File: src/rtl/inst_fetch.sv
// ---------------------------------------------------------------------------------------------
// inst_fetch: single-outstanding instruction fetch unit with a 2-entry {pc, word} buffer.
//
// A fetch PC (fpc) feeds a registered request/address pair towards instruction memory. Returned
// words are queued in a 2-entry FIFO whose head drives the decode-side outputs. A branch redirect
// flushes the FIFO, retargets fpc and marks any in-flight transaction so that its data is dropped.
//
// Parameters
//   RESET_PC      first fetch address after reset
//   NOP_INST      instruction presented while no valid instruction is held
//
// Ports
//   CLK            in   1   clock, all state on the rising edge
//   reset          in   1   synchronous, active-high reset
//   stall          in   1   decode back-pressure, head instruction held while high
//   branch_taken   in   1   redirect pulse
//   branch_target  in  64   redirect address
//   imem_req       out  1   instruction-memory request valid
//   imem_addr      out 64   request address
//   imem_ready     in   1   memory completes the request this cycle
//   imem_rdata     in  32   fetched word, valid with imem_ready
//   inst           out 32   instruction to decode
//   PC_o           out 64   address of inst
//   inst_valid     out  1   inst/PC_o hold a real fetched instruction
//   misalign       out  1   a misaligned redirect halted fetching
//
// Build option
//   FETCH_ALIGN_CHECK_EN  when defined, a redirect with branch_target[1:0] != 0 raises misalign,
//                         flushes and halts fetching until an aligned redirect or reset. When not
//                         defined, the two low target bits are cleared and misalign is tied low.
// ---------------------------------------------------------------------------------------------
module inst_fetch #(
    parameter logic [63:0] RESET_PC = 64'h0000_0000_8000_0000,
    parameter logic [31:0] NOP_INST = 32'h0000_0013
) (
    input  logic        CLK,
    input  logic        reset,
    input  logic        stall,
    input  logic        branch_taken,
    input  logic [63:0] branch_target,
    output logic        imem_req,
    output logic [63:0] imem_addr,
    input  logic        imem_ready,
    input  logic [31:0] imem_rdata,
    output logic [31:0] inst,
    output logic [63:0] PC_o,
    output logic        inst_valid,
    output logic        misalign
);

    typedef enum logic [0:0] {
        StIdle,
        StBusy
    } fetch_state_e;

    fetch_state_e state_q, state_d;

    logic [63:0] fpc_q, fpc_d;
    logic [63:0] addr_q, addr_d;
    logic        drop_q, drop_d;

    logic [63:0] fifo_pc_q   [2];
    logic [63:0] fifo_pc_d   [2];
    logic [31:0] fifo_word_q [2];
    logic [31:0] fifo_word_d [2];
    logic        rd_ptr_q, rd_ptr_d;
    logic        wr_ptr_q, wr_ptr_d;
    logic [1:0]  count_q, count_d;

    logic        complete;
    logic        push;
    logic        pop;
    logic [63:0] redirect_pc;
    logic        halted;

    // ------------------------------------------------------------------------------------------
    // Redirect target handling
    // ------------------------------------------------------------------------------------------
`ifdef FETCH_ALIGN_CHECK_EN
    logic halt_q, halt_d;

    assign redirect_pc = branch_target;

    // Every redirect re-evaluates the halt: an aligned one resumes, a misaligned one halts.
    always_comb begin
        halt_d = halt_q;
        if (branch_taken) begin
            halt_d = |branch_target[1:0];
        end
    end

    always_ff @(posedge CLK) begin
        if (reset) begin
            halt_q <= 1'b0;
        end else begin
            halt_q <= halt_d;
        end
    end

    assign halted   = halt_q;
    assign misalign = halt_q;
`else
    // Masking keeps every target bit in use while forcing word alignment.
    assign redirect_pc = branch_target & ~64'h3;
    assign halted      = 1'b0;
    assign misalign    = 1'b0;
`endif

    // ------------------------------------------------------------------------------------------
    // Next-state logic
    // ------------------------------------------------------------------------------------------
    always_comb begin
        state_d     = state_q;
        fpc_d       = fpc_q;
        addr_d      = addr_q;
        drop_d      = drop_q;
        fifo_pc_d   = fifo_pc_q;
        fifo_word_d = fifo_word_q;
        rd_ptr_d    = rd_ptr_q;
        wr_ptr_d    = wr_ptr_q;
        count_d     = count_q;

        complete = (state_q == StBusy) && imem_ready;
        // A response is kept only if it was not orphaned by an earlier or simultaneous redirect.
        push     = complete && !drop_q && !branch_taken;
        pop      = (count_q != 2'd0) && !stall && !branch_taken;

        // FIFO
        if (branch_taken) begin
            rd_ptr_d = 1'b0;
            wr_ptr_d = 1'b0;
            count_d  = 2'd0;
        end else begin
            if (push) begin
                fifo_pc_d[wr_ptr_q]   = addr_q;
                fifo_word_d[wr_ptr_q] = imem_rdata;
                wr_ptr_d              = ~wr_ptr_q;
            end
            if (pop) begin
                rd_ptr_d = ~rd_ptr_q;
            end
            case ({push, pop})
                2'b10:   count_d = count_q + 2'd1;
                2'b01:   count_d = count_q - 2'd1;
                default: count_d = count_q;
            endcase
        end

        // Request FSM
        if (complete) begin
            state_d = StIdle;
            drop_d  = 1'b0;
        end

        if (branch_taken) begin
            fpc_d  = redirect_pc;
            // An in-flight request keeps its address until memory answers; its data is dropped.
            drop_d = (state_q == StBusy) && !imem_ready;
        end else if ((state_d == StIdle) && !halted && (count_d != 2'd2)) begin
            // With nothing outstanding, a free slot guarantees the response can be stored.
            state_d = StBusy;
            addr_d  = fpc_q;
            fpc_d   = fpc_q + 64'd4;
        end
    end

    // ------------------------------------------------------------------------------------------
    // State registers
    // ------------------------------------------------------------------------------------------
    always_ff @(posedge CLK) begin
        if (reset) begin
            state_q     <= StIdle;
            fpc_q       <= RESET_PC;
            addr_q      <= RESET_PC;
            drop_q      <= 1'b0;
            fifo_pc_q   <= '{default: '0};
            fifo_word_q <= '{default: '0};
            rd_ptr_q    <= 1'b0;
            wr_ptr_q    <= 1'b0;
            count_q     <= 2'd0;
        end else begin
            state_q     <= state_d;
            fpc_q       <= fpc_d;
            addr_q      <= addr_d;
            drop_q      <= drop_d;
            fifo_pc_q   <= fifo_pc_d;
            fifo_word_q <= fifo_word_d;
            rd_ptr_q    <= rd_ptr_d;
            wr_ptr_q    <= wr_ptr_d;
            count_q     <= count_d;
        end
    end

    // ------------------------------------------------------------------------------------------
    // Outputs: driven only from registers
    // ------------------------------------------------------------------------------------------
    assign imem_req   = (state_q == StBusy);
    assign imem_addr  = addr_q;
    assign inst_valid = (count_q != 2'd0);
    assign inst       = inst_valid ? fifo_word_q[rd_ptr_q] : NOP_INST;
    assign PC_o       = inst_valid ? fifo_pc_q[rd_ptr_q] : 64'd0;

endmodule
File: config.mk
export PLATFORM = sky130hd
export DESIGN_NAME = inst_fetch
export DESIGN_NICKNAME = d
export VERILOG_FILES = /design/src/rtl/inst_fetch.sv
export SDC_FILE = /design/constraint.sdc
export NUM_CORES = 1
export LEC_CHECK = 0
export CAP_MARGIN = 25
export CORE_ASPECT_RATIO = 0.75
export CORE_MARGIN = 2
export CORE_UTILIZATION = 50
export CTS_BUF_LIST = sky130_fd_sc_hd__clkbuf_4
export CTS_CLUSTER_DIAMETER = 30
export DETAILED_ROUTE_END_ITERATION = 10
export DONT_BUFFER_PORTS = 1
export SETUP_SLACK_MARGIN = 0.5
export SLEW_MARGIN = 20
export SYNTH_ARGS = -nofsm -noshare
export SYNTH_HDL_FRONTEND = slang
export SYNTH_SLANG_ARGS = --single-unit
File: constraint.sdc
create_clock -name CLK -period 7.07 [get_ports CLK]
set_input_delay 2.121 -clock CLK [delete_from_list [all_inputs] [get_ports CLK]]
set_output_delay 2.121 -clock CLK [all_outputs]
set_load 0.1 [all_outputs]
==> flow_metrics.tcl <==
set metrics [dict create \
    h-tree-depth 3 \
    syn_area_per_cell_um2 7.66 \
    drtIter0Drc 1041 \
    ir_worst_vdd_v 0.000140 \
    wl_met1_um 20200 \
    tightest_slew_ns 1.11 \
    cts.sinks 318 \
    p_leak_uw 0.00513 \
    wl_met2_um 18300 \
    grt_start_max_net_pins 316 \
    floorplan.initialDensity_pct 50.5 \
    design_area_mm2 0.0166 \
    synth_area_leaders "dfxtp_1 45%, nand2_1 15%, a21oi_1 9.1%" \
    synth_top_area_cell "dfxtp_1" \
    yosysUniqueCellTypes 53 \
    status "finished clean" \
    cts-resized-gates 0 \
    max_slew_margin_pct 25.9 \
    grt_pass1_wl_um 66600 \
    synth_area_mm2 0.0140 \
    cts_tree "built" \
    fin_crit_sh_pct 75.1 \
    worstReg2RegStart "count_q[1]" \
    routed_wl_um 43000 \
    finalWorstSetupSlack_ns 1.76 \
    die_h_um 149 \
    drv_cap 0 \
    rows 53 \
    io_pins 264 \
    fill_cells 2596 \
    fin_skew_ns 0.0500 \
    core_mm2 0.0278 \
    via_per_inst 5.71 \
    final_util_pct 59.7 \
    fin_crit_ns 5.31 \
    finalSetupTns_ns 0 \
    setup_viol 0 \
    synth_flop_cell "dfxtp_1" \
    antenna_found_initial 1 \
    ys_ff_latch 318 \
    path_class "register to output port" \
    crit_required_ns 4.95 \
    drive_above_1_share_pct 16.2 \
    placed_area_mm2 0.0154 \
    gp_congestion 0.842 \
    startpoint_type "register" \
    wl_met3_um 3640 \
    yosysSeqAreaShare_pct 45.4 \
    cp-endpoint "PC_o[56]" \
    insertion_delay_ns 0.74 \
    overflow 0 \
    slew_viol_final 0 \
    min_path_type "register to register" \
    ys_async_sr_fraction_pct 0 \
    routed.top_layer "met4" \
    cts_buffer_depth 3 \
    drc_errors 0 \
    nNetsFinal 1968 \
    clkTransAtPathRegs_ns 0.06 \
    cts_setup_buffers 0 \
    hold_violations 0 \
    place_worst_setup_slack_ns 1.79 \
    synth_edf_count 0 \
    cts_hold_buf 0 \
    grtUsageTotal_pct 28.5 \
    grt_pass1_vias 11968 \
    critPathArrivalTime_ns 3.19 \
    path_max_fanout 55 \
    synth_top_cell_area_share_pct 45.4 \
    drtPass1Iterations 5 \
    dieArea_mm2 0.0294 \
    root_buffer "clkbuf_4" \
    end_kind "output port" \
    grt_setup_unrepaired "false" \
    r2r_slack_ns 3.55 \
    drtAntennaViolNets 0 \
    cts_made_buffers 83 \
    die_x_um 197 \
    hpwl_um 27700 \
    fmax_mhz 188 \
    ys_warn_count 0 \
    num_vias 13013 \
    setup.worst_path.start "rd_ptr_q" \
    rr_worst_depth 9 \
    r2r_end "fpc_q[35]" \
    wl_per_cell_um 18.9 \
    numPortBuffers 0 \
    synth_cells 1831 \
    power_density_mw_per_mm2 229 \
    syn_to_final_growth_pct 18.3 \
]
==> cell usage in the layout, fill, tap and decap left out, types with 26 or more instances in the layout <==
cell | Yosys | routed
nor2_1 | 161 | 66
dfxtp_1 | 318 | 317
nor2_2 | 0 | 91
a21oi_1 | 254 | 254
mux2i_1 | 94 | 94
nand4_1 | 29 | 29
nand2_1 | 545 | 544
a211oi_1 | 26 | 26
buf_16 | 0 | 36
nand3_1 | 26 | 26
buf_4 | 5 | 28
clkbuf_4 | 0 | 128
==> synth_stat cells (3+ instances only) <==
cell type	instances
buf_1	10
clkbuf_1	127
inv_1	22
nor4_1	18
nand4b_1	4
o21ai_0	9
o2111a_1	3
a31oi_1	3
nor4b_1	5
nand4_1	29
mux2i_1	94
or4_1	18
dfxtp_1	318
a2111oi_0	12
nand3_1	26
a211oi_1	26
a311oi_1	21
xnor2_1	16
nand2_1	545
nor2_1	161
xor2_1	12
a21oi_1	254
or3_1	6
and4_1	12
and3_1	5
o31ai_1	15
buf_4	5
nor2b_1	3
nor3_1	19
==> state kept, by name, summed over array words and instances (netlist names), 2 cells and up <==
signal and cells:
count_q 2, fifo_pc_q 124, fifo_word_q 64, fpc_q 62
imem_addr 62
==> through the flow <==
| step | hold WS, ns | total power [µW] | std cells |
|---|---|---|---|
| 6_report | 0.453 | 3810 | 2280 |
| 5_1_grt | 0.468 | 3960 | 2280 |
| 4_1_cts | 0.453 | 3830 | 2266 |
| 3_5_place_dp | 0.443 | 2260 | 2124 |
| 3_3_place_gp | 0.438 | 2230 | 2076 |
| 2_1_floorplan | 0.436 | 2190 | 1835 |
==> how the worst min path moves through the flow <==
| stage | from | endpoint | slack (ns) | depth (start not counted) |
|---|---|---|---|---|
| 2_1_floorplan | fifo_pc_q[100] | fifo_pc_q[100] | 0.44 | 2 |
| 3_3_place_gp | fifo_pc_q[4] | fifo_pc_q[4] | 0.44 | 2 |
| 3_5_place_dp | fifo_pc_q[106] | fifo_pc_q[106] | 0.44 | 2 |
| 4_1_cts | fifo_pc_q[4] | fifo_pc_q[4] | 0.45 | 2 |
| 5_1_grt | fifo_pc_q[61] | fifo_pc_q[61] | 0.47 | 2 |
| 6_report | fifo_pc_q[35] | fifo_pc_q[35] | 0.45 | 2 |
==> power breakdown <==
group / internal (µW) / switching [µW] / leakage (µW)
registers: 1840 / 123 / 0.00259
logic: 90.5 / 185 / 0.00192
clock network: 818 / 752 / 0.000622
total: 2750 / 1060 / 0.00513
==> cell type report <==
type	count	area, µm²	area share, %
Inverter	22	82.6	0.498
Timing Repair Buffer	90	1390	8.35
Multi-Input combinational cell	1350	7290	43.9
Clock inverter	14	57.6	0.347
Antenna cell	1	2.50	0.0151
Tap cell	357	447	2.69
Clock buffer	128	961	5.79
Sequential cell	318	6370	38.4
==> logic make-up (layout without fill, tap and decap cells) <==
logic type	after synthesis	after routing	share of synthesized area, %
multiplexers	94	94	6.71
buffers and inverters	167	254	4.67
XOR/XNOR	28	28	1.75
flip-flops	318	318	45.4
adder cells (fa/ha/maj)	2	2	0.178
other	1	6	0.0267
AND/OR/NAND/NOR	866	866	26.5
AO/OA/AOI/OAI	355	355	14.8
==> per-layer routing <==
layer,global-route usage [%],up-vias
li1,-,6367
met5,0,-
met1,41.9,6071
met3,6.67,69
met2,41.1,506
met4,9.02,0
==> worst max-delay path: stages (launching register included) <==
cell and delay, ns:
dfxtp_4 1.02, buf_4 0.41, mux2i_1 0.16, nor2_2 0.83
Power figures use the tool's default switching activity.
